### src/rtl/program_loader_pkg.sv
// Shared definitions for the boot-time program loader, CPU top and program RAM.
// State encoding and default RAM geometry live here so every consumer agrees.
package program_loader_pkg;

  localparam int DEF_RAM_BYTES = 16;
  localparam int DEF_ADDR_W    = 4;

  typedef enum logic [2:0] {
    IDLE  = 3'd0,
    RECV  = 3'd1,
    WRITE = 3'd2,
    CHECK = 3'd3,
    DONE  = 3'd4,
    ERROR = 3'd5
  } state_t;

endpackage

### src/rtl/program_loader.sv
// Streams RAM_BYTES program bytes from pins into RAM, then releases the CPU.
// Define LOADER_CHECKSUM_EN to require a trailing mod-256 checksum byte before release.
//
// state | meaning
// IDLE  | after reset, CPU held, waiting for start
// RECV  | waiting for next byte (in_ready=1)
// WRITE | one-cycle RAM write strobe for captured byte
// CHECK | waiting for checksum byte (checksum build only)
// DONE  | load accepted, CPU running, waiting for start
// ERROR | checksum mismatch, CPU held, waiting for start
module program_loader
  import program_loader_pkg::*;
#(
  parameter int RAM_BYTES = DEF_RAM_BYTES,
  parameter int ADDR_W    = DEF_ADDR_W
) (
  input  logic              clk,
  input  logic              rst_n,
  input  logic              start,
  input  logic [7:0]        in_data,
  input  logic              in_valid,
  output logic              in_ready,
  output logic [ADDR_W-1:0] ram_addr,
  output logic [7:0]        ram_data,
  output logic              ram_we,
  output logic              cpu_run,
  output logic              done,
  output logic              err
);

  localparam logic [ADDR_W-1:0] LAST_ADDR = ADDR_W'(RAM_BYTES - 1);

  state_t            state, state_nxt;
  logic [ADDR_W-1:0] count;
  logic              xfer;
  logic              last;
  logic              idle_like;
  logic              in_ready_nxt;
  logic              ram_we_nxt;
  logic              run_nxt;

  assign xfer      = in_valid & in_ready;
  assign last      = (count == LAST_ADDR);
  assign idle_like = (state == IDLE) || (state == DONE) || (state == ERROR);

`ifdef LOADER_CHECKSUM_EN
  logic [7:0] sum;
  logic       err_nxt;
`endif

  // Outputs are registered from the next state so they are glitch-free and
  // line up with the state they describe.
  always_ff @(posedge clk or negedge rst_n) begin
    if (!rst_n) begin
      state    <= IDLE;
      in_ready <= 1'b0;
      ram_we   <= 1'b0;
      cpu_run  <= 1'b0;
      done     <= 1'b0;
    end else begin
      state    <= state_nxt;
      in_ready <= in_ready_nxt;
      ram_we   <= ram_we_nxt;
      cpu_run  <= run_nxt;
      done     <= run_nxt;
    end
  end

  always_comb begin
    state_nxt = state;
    case (state)
      IDLE, DONE, ERROR: if (start) state_nxt = RECV;
      RECV:              if (xfer) state_nxt = WRITE;
      WRITE: begin
        if (last) begin
`ifdef LOADER_CHECKSUM_EN
          state_nxt = CHECK;
`else
          state_nxt = DONE;
`endif
        end else begin
          state_nxt = RECV;
        end
      end
`ifdef LOADER_CHECKSUM_EN
      CHECK: if (xfer) state_nxt = (in_data == sum) ? DONE : ERROR;
`endif
      default:           state_nxt = IDLE;
    endcase
  end

  always_comb begin
    in_ready_nxt = (state_nxt == RECV) || (state_nxt == CHECK);
    ram_we_nxt   = (state_nxt == WRITE);
    run_nxt      = (state_nxt == DONE);
`ifdef LOADER_CHECKSUM_EN
    err_nxt      = (state_nxt == ERROR);
`endif
  end

  // ram_addr only moves when entering WRITE, so it holds the last address otherwise.
  always_ff @(posedge clk or negedge rst_n) begin
    if (!rst_n) begin
      count    <= '0;
      ram_addr <= '0;
      ram_data <= 8'h00;
    end else begin
      if (idle_like && start) count <= '0;
      if (state == RECV && xfer) ram_data <= in_data;
      if (state == WRITE && !last) count <= count + 1'b1;
      if (state_nxt == WRITE) ram_addr <= count;
    end
  end

`ifdef LOADER_CHECKSUM_EN
  always_ff @(posedge clk or negedge rst_n) begin
    if (!rst_n) begin
      sum <= 8'h00;
      err <= 1'b0;
    end else begin
      err <= err_nxt;
      if (idle_like && start) sum <= 8'h00;
      else if (state == RECV && xfer) sum <= sum + in_data;
    end
  end
`else
  assign err = 1'b0;
`endif

endmodule
### config.mk
export PLATFORM = sky130hd
export DESIGN_NAME = program_loader
export DESIGN_NICKNAME = d
export VERILOG_FILES = /design/src/rtl/program_loader_pkg.sv /design/src/rtl/program_loader.sv
export SDC_FILE = /design/constraint.sdc
export NUM_CORES = 1
export LEC_CHECK = 0
export CAP_MARGIN = 20
export CORE_MARGIN = 2
export CORE_UTILIZATION = 47
export CTS_BUF_LIST = sky130_fd_sc_hd__clkbuf_2 sky130_fd_sc_hd__clkbuf_4 sky130_fd_sc_hd__clkbuf_8
export CTS_CLUSTER_DIAMETER = 30
export CTS_CLUSTER_SIZE = 10
export DETAILED_ROUTE_END_ITERATION = 10
export PLACE_DENSITY = 0.82
export SLEW_MARGIN = 15
export SYNTH_ARGS = -nofsm -noshare
export SYNTH_HDL_FRONTEND = slang
export SYNTH_SLANG_ARGS = --single-unit
### constraint.sdc
create_clock -name clk -period 1.9 [get_ports clk]
set_input_delay 0.19 -clock clk [delete_from_list [all_inputs] [get_ports clk]]
set_output_delay 0.19 -clock clk [all_outputs]
set_load 0.02 [all_outputs]
### Word-level counts from Yosys, hierarchy flattened

Cells that the tools add are included.

* register bits: 22

* bitwise operators: 1
* eq/ne operators: 9
* add/sub/neg operators: 1
* muxes and demuxes: 6
* reductions and logical operators: 10

Operator list (number)
* $eq A3 B2 Y1 const B: 3
* $eq A3 B3 Y1 const B: 3
* $mux W3: 3
* $pmux W3 S3: 1
* $mux W4: 2
* $eq A3 B1 Y1 const B: 2
* $add A4 B1 Y4 const B: 1
* $eq A4 B4 Y1 const B: 1
* $logic_and A1 B1 Y1: 3
* $logic_not A3 Y1: 1
* $logic_or A1 B1 Y1: 3
* $reduce_or A3 Y1: 1
* $reduce_bool A2 Y1: 1
* $and A1 B1 Y1: 1
* $logic_not A1 Y1: 1

### Longest topological paths before layout

Gate-level depths: netlist of run 1.

* depth in word-level cells: 6
* gate-level depth with buffers: 5
* depth with buffers taken out: 4

### Least setup slack after synthesis of run 1

No wires, ideal clock.

* path kind: register to register
* start point: reg in_ready
* end point: reg ram_addr[0]
* arrival: 1.317 ns
* stages on the path, launching flop included: 5
* clock period less this slack: 1.441 ns
* path buffers: 1
* setup slack: 0.459 ns
* path through: dfrtp_1 -> nand4b_1 -> nor2_2 -> buf_4 -> mux2_2

* cells in the longest elaborated chain, start to end: 4

RTL lines
* from (decl): line program_loader.sv:22 `output logic in_ready,`
* from (signal assigned): line program_loader.sv:62 `in_ready <= in_ready_nxt;`
* $and A1 B1 Y1: line program_loader.sv:42 `assign xfer = in_valid & in_ready;`
* $mux W3: line program_loader.sv:73 `RECV: if (xfer) state_nxt = WRITE;`
* $pmux W3 S3: line program_loader.sv:71 `case (state)`
* via state_nxt[1]: line program_loader.sv:33 `state_t state, state_nxt;`
* $eq A3 B2 Y1: line program_loader.sv:111 `if (state_nxt == WRITE) ram_addr <= count;`
* to (signal assigned): line program_loader.sv:111
* to (decl): line program_loader.sv:23 `output logic [ADDR_W-1:0] ram_addr,`

The timed path passes the listed nets, and every way through them passes these cells.
A chain may end at the register's enable or synchronous reset.

### Worst setup path in the final report of run 1

* start point: reg ram_addr[2]
* end point: out ram_addr[2]

No word-level cell between the ends.

==> run metrics, run 1 <==
starting density of the core 48.7%; number of hold-repair buffers added at the cts stage 0; switching share of power 32.7%; vias post-DR 619; max-cap check violation count 0; Die X-Extent 48.4 µm; Max H-tree Level 1; area grow syn2layout 36.4%; buffering stage count on the worst path with inverters included 1; Die H 48.4 µm; Pwr Density 1460 nW/µm²; antenna-violating nets left 0; final setup violation count 0; Worst R2R Start state[2]$_DFF_PN0_; half-perimeter wire length after placement 1180 µm; count of instances resized after the clock tree is built 0; largest net degree at the start of global routing 23; final routed wirelength across all metal layers 1610 µm; number of warnings reported in the yosys synthesis log 0; Reg2Reg Capture Point ram_data[4]$_DFFE_PN0P_; depth of the worst register-to-register path 4; GRT Total Usage 16.6%; aggregate global routing overflow 0; number of top-level pins 29; residual DRC count 0; worst-case setup slack after placement 0.256 ns; worst-skew pair later-pin latency 0.32 ns; Inserted Diodes 0; number of cells produced by synthesis 68; critical path class flip-flop to primary output; Root Buffer sky130_fd_sc_hd__clkbuf_4; internal power 0.00124 W; run status complete, no violations; number of port buffers 27; register-to-register setup slack 0.42 ns; sw power 0.000606 W; Hold Worst Slack 0.209 ns; met2 WL post-DR 823 µm; sequential fraction of design power 39.9%; number of antenna violations at the first check in global routing 0; slowest cell delay on critical path 0.61 ns; Worst VDD drop 0.979 mV; DR WL/cell 13.0 µm; CP max stage cell sky130_fd_sc_hd__clkdlybuf4s50_1; final slew viol count 0; static power due to leakage 0.568 nW; RSZ-0062 raised after global routing false; critical path endpoint category primary output; cell type group with the largest total delay on the critical path buffers and inverters; first-pass GRT wire length 2850 µm; crit start category flip-flop; Total Neg Setup Slack 0 ns; Distinct cells, synth 23; routability congestion estimate 0.745; maximum clock skew at final layout 0.00369 ns; clock-pin slew of the registers on the worst-case setup and hold paths 0.12 ns; Cell Area, Synth 927 µm²; Setup Fix Bufs, Post-CTS 0; achievable clock frequency 670 MHz; number of buffers on the longest clock path 2; Setup WS post-layout 0.408 ns; share of final-layout standard cells stronger than drive strength 1 13.4%; total count of hold-check failures in the final report 0; part of the total power dissipated in combinational logic 40.7%; period utilisation layout 78.5%; FF+latch count, synth 22; standard-cell rows 16; TritonCTS clock tree done; part of the total power dissipated in the clock network 19.4%; highest metal layer used by the detailed router met4; number of search-and-repair iterations in the first detailed-routing pass 4; number of global-route vias before repair 647; Vias/cell 4.99; met3 routed wirelength 68 µm; cell-by-cell listing of the critical path clkdlybuf4s50_1; average footprint of a synthesized cell 13.6 µm²; detailed router's first-iteration violation count 3; classification of the worst-slack hold path input pin to async pin; portion of the post-synthesis area used by sequential elements 59.4%; Worst Path Required 1.71 ns; Final min period 1.49 ns; met1 WL 664 µm; sink count of the clock tree 22; crit path max fanout 2; total core area 1900 µm²; count of nets after finishing 111; die area 2340 µm²; cts bufs inserted 3; syn_nets 81; data arrival time of the critical path 1.30 ns
## power by group through the flow
| stage | combinational (W) | sequential (W) | clock [W] |
|---|---|---|---|
| finish | 0.000753 | 0.000738 | 0.000359 |
| global route | 0.000808 | 0.000766 | 0.000382 |
| CTS | 0.000766 | 0.000742 | 0.000374 |
| detailed placement | 0.000762 | 0.000753 | 0 |
| global placement | 0.000746 | 0.000748 | 0 |
| floorplan | 0.000269 | 0.000897 | 0 |
## flip-flops by register name, indices dropped and copies added, names as in the netlist
signal and cells:
ram_we 1, ram_addr 4, in_ready 1, ram_data 8, done 1, count 4, state 3
## layer usage
layer	global-route usage [%]	up-vias
li1	-	293
met1	19.5	306
met2	26.6	15
met3	4.32	5
met4	11.4	0
met5	0	-
## how the worst max path moves through the flow
stage | slack, ns | endpoint | depth (start not counted) | from
2_1_floorplan | 0.46 | ram_addr[0]$_DFFE_PN0N_ | 4 | in_ready$_DFF_PN0_
3_3_place_gp | 0.30 | ram_data[6]$_DFFE_PN0P_ | 5 | in_valid
3_5_place_dp | 0.26 | ram_data[4]$_DFFE_PN0P_ | 5 | in_valid
4_1_cts | 0.39 | ram_addr[2] | 1 | ram_addr[2]$_DFFE_PN0N_
5_1_grt | 0.32 | ram_addr[2]$_DFFE_PN0N_ | 4 | state[2]$_DFF_PN0_
6_report | 0.41 | ram_addr[2] | 1 | ram_addr[2]$_DFFE_PN0N_
## final cells by class
type	count	area, µm²
Clock buffer	3	22.5
Clock inverter	1	30.0
Fill cell	141	637
Inverter	1	3.75
Multi-Input combinational cell	41	339
Sequential cell	22	551
Tap cell	27	33.8
Timing Repair Buffer	29	285
## through the flow
| step | util [%] | total power, W | std cells | cell area (µm²) |
|---|---|---|---|---|
| CTS | 66.5 | 0.00188 | 124 | 1260 |
| detailed placement | 63.7 | 0.00152 | 120 | 1210 |
| global route | 66.5 | 0.00196 | 124 | 1260 |
| floorplan | - | 0.00117 | 68 | 927 |
| global placement | 63.7 | 0.00149 | 120 | 1210 |
| finish | 66.5 | 0.00185 | 124 | 1260 |
## cells in the final DEF, fill, tap and decap left out, types with 2 or more instances in the layout
| cell | n |
|---|---|
| sky130_fd_sc_hd__buf_4 | 2 |
| sky130_fd_sc_hd__clkbuf_4 | 3 |
| sky130_fd_sc_hd__clkdlybuf4s50_1 | 27 |
| sky130_fd_sc_hd__dfrtp_1 | 22 |
| sky130_fd_sc_hd__mux2_1 | 8 |
| sky130_fd_sc_hd__mux2_2 | 4 |
| sky130_fd_sc_hd__mux2i_1 | 3 |
| sky130_fd_sc_hd__nand3_1 | 2 |
| sky130_fd_sc_hd__o21ai_0 | 9 |
| sky130_fd_sc_hd__or3b_1 | 2 |
## synthesized netlist by cell type (all sizes together)
library cell   n  area share, %
dfrtp         22             59
buf            4            3.6
inv            1           0.40
o221ai         1           0.94
mux2i          3            3.2
xor2           1           0.94
nor2b          1           0.68
ha             1            1.3
conb           1           0.40
a21oi          1           0.54
nor2           2            1.1
or3b           3            2.8
nand2b         2            2.2
xnor2          1           0.94
mux2          12             15
nand4b         1           0.94
o21ai          9            4.9
nand3          2            1.1
## logic make-up (layout without fill, tap and decap cells)
family                     Yosys count  in the layout  synth area share [%]
DFF                                 22             22                  59.4
adders and majority gates            1              1                  1.35
other                                1              1                 0.404
and+or+nand+nor                     11             11                  8.77
AOI/OAI and AO/OA                   11             11                  6.34
xor gates and xnor gates             2              2                  1.89
buffers and inverters                5             34                  4.05
muxes                               15             15                  17.8
Power figures use the tool's default switching activity.
==> run 2, diff against run 1 <==
Clock period 1.9 ns to 1.4 ns, I/O delays scaled along.
==> run metrics, run 2 (synthesized netlist as in run 1, its figures left out) <==
max-cap check violation count 0 (unchanged); cts bufs inserted 3 (unchanged); number of search-and-repair iterations in the first detailed-routing pass 4 (unchanged); standard-cell rows 16 (unchanged); starting density of the core 48.7% (unchanged); number of top-level pins 29 (unchanged); Worst VDD drop 1.23 mV (was 0.979 mV); run status complete, no violations (unchanged); maximum clock skew at final layout 0.00678 ns (was 0.00369 ns); Inserted Diodes 0 (unchanged); crit path max fanout 13 (was 2); Worst Path Required 1.61 ns (was 1.71 ns); number of buffers on the longest clock path 2 (unchanged); period utilisation layout 96.1%; Vias/cell 5.09 (was 4.99); count of nets after finishing 115 (was 111); Die X-Extent 48.4 µm (unchanged); Die H 48.4 µm (unchanged); static power due to leakage 0.648 nW (was 0.568 nW); detailed router's first-iteration violation count 4 (was 3); vias post-DR 651 (was 619); largest net degree at the start of global routing 17 (was 23); sw power 0.000846 W (was 0.000606 W); worst-case setup slack after placement -0.141 ns (was 0.256 ns); internal power 0.00165 W (was 0.00124 W); Pwr Density 1910 nW/µm² (was 1460 nW/µm²); critical path class flip-flop to flip-flop (was flip-flop to primary output); Final min period 1.35 ns; biggest registers after layout ram_data: 8 flops, count: 4 flops, ram_addr: 4 flops (unchanged); antenna-violating nets left 0 (unchanged); total core area 1900 µm² (unchanged); register with the most flip-flops ram_data (unchanged); number of port buffers 27 (unchanged); Max H-tree Level 1 (unchanged); achievable clock frequency 743 MHz; GRT Total Usage 17.0% (was 16.6%); DR WL/cell 13.5 µm (was 13.0 µm); most common cell after layout, fill and taps aside sky130_fd_sc_hd__dfrtp_1 (was sky130_fd_sc_hd__clkdlybuf4s50_1); crit start category flip-flop (unchanged); die area 2340 µm² (unchanged); sequential fraction of design power 39.8% (was 39.9%); final routed wirelength across all metal layers 1720 µm (was 1610 µm); Setup WS post-layout 0.0544 ns (was 0.408 ns); switching share of power 33.9% (was 32.7%); part of the total power dissipated in the clock network 19.4% (about the same); final setup violation count 0 (unchanged); routability congestion estimate 0.744 (was 0.745); critical path endpoint category flip-flop (was primary output); max FFs per register 8 (unchanged); classification of the worst-slack hold path input pin to async pin (unchanged); worst-skew pair later-pin latency 0.31 ns (was 0.32 ns); sink count of the clock tree 22 (unchanged); number of antenna violations at the first check in global routing 0 (unchanged); share of final-layout standard cells stronger than drive strength 1 20.8% (was 13.4%); depth of the worst register-to-register path 4 (unchanged); total count of hold-check failures in the final report 0 (unchanged); Root Buffer sky130_fd_sc_hd__clkbuf_4 (unchanged); aggregate global routing overflow 0 (unchanged); residual DRC count 0 (unchanged); part of the total power dissipated in combinational logic 40.8% (was 40.7%); top library cells by usage in the layout, fill and taps aside sky130_fd_sc_hd__dfrtp_1, sky130_fd_sc_hd__dlygate4sd2_1, sky130_fd_sc_hd__clkdlybuf4s50_1 (was sky130_fd_sc_hd__clkdlybuf4s50_1, sky130_fd_sc_hd__dfrtp_1, sky130_fd_sc_hd__o21ai_0); number of global-route vias before repair 699 (was 647); total power consumption of the routed design 0.00249 W (was 0.00185 W); area grow syn2layout 40.9% (was 36.4%); data arrival time of the critical path 1.56 ns (was 1.30 ns); RSZ-0062 raised after global routing false (unchanged); first-pass GRT wire length 3060 µm (was 2850 µm); clock-pin slew of the registers on the worst-case setup and hold paths 0.12 ns (about the same); TritonCTS clock tree done (unchanged); final slew viol count 0 (unchanged)
[run 2: layout make-up]
type	count	area, µm²
Clock buffer	3	22.5
Clock inverter	1	30.0
Fill cell	152	596
Inverter	1	3.75
Multi-Input combinational cell	41	353
Sequential cell	22	552
Tap cell	27	33.8
Timing Repair Buffer	33	312
[run 2: power groups by stage]
stage | clock network [W] | logic, W | registers, W
floorplan | 0 | 0.000384 | 0.00122
global placement | 0 | 0.00109 | 0.00100
detailed placement | 0 | 0.00113 | 0.00101
CTS | 0.000490 | 0.00101 | 0.000995
global route | 0.000525 | 0.00111 | 0.00103
finish | 0.000483 | 0.00102 | 0.000993
[run 2: worst paths after layout]
kind                                              start                      end  slack, ns
worst max-delay path                 state[2]$_DFF_PN0_  ram_data[2]$_DFFE_PN0P_       0.05
worst min-delay path                              rst_n  ram_data[1]$_DFFE_PN0P_       0.05
worst max register to register       state[2]$_DFF_PN0_  ram_data[2]$_DFFE_PN0P_       0.05
worst min register to register  ram_data[7]$_DFFE_PN0P_  ram_data[7]$_DFFE_PN0P_       0.50
max in group asynchronous                         rst_n       state[1]$_DFF_PN0_       0.83
min in group clk                             in_data[6]  ram_data[6]$_DFFE_PN0P_       0.42
[run 2: timing repair]
| item | in CTS | in global routing |
|---|---|---|
| endpoints found under the setup margin | 15 | 15 |
| pin swaps | 0 | 1 |
| gates resized for setup | 15 | 4 |
| cloned | 0 | 0 |
| setup buffers | 0 | 1 |
| hold buffers | 0 | 0 |
[run 2: worst max-delay path: stages, from the launching register on]
cell	delay, ns
sky130_fd_sc_hd__dfrtp_1	0.39
sky130_fd_sc_hd__nand4b_1	0.21
sky130_fd_sc_hd__nor2_2	0.16
sky130_fd_sc_hd__buf_12	0.16
sky130_fd_sc_hd__mux2_2	0.33
[run 2: layer usage]
metal	track usage, %	wire (µm)
met1	19.7	729
met4	9.05	39
met2	29.9	889
met5	0	0
met3	3.40	65
[run 2: per-stage QoR]
step | hold slack [ns] | std cells | instance area [µm²] | utilization, % | setup TNS, ns
5_1_grt | 0.0641 | 128 | 1310 | 68.7 | 0
3_3_place_gp | 0.406 | 123 | 1250 | 65.9 | -1.23
4_1_cts | 0.0561 | 127 | 1290 | 67.6 | 0
2_1_floorplan | -0.156 | 68 | 936 | - | -0.219
3_5_place_dp | 0.409 | 123 | 1250 | 65.9 | -1.57
6_report | 0.0543 | 128 | 1310 | 68.7 | 0
==> run 3, diff against run 2 <==
Settings changed: CTS_CLUSTER_SIZE 10 to 30.
==> results of run 3 <==
Final layout, timing and power as in run 2 (identical DEF).
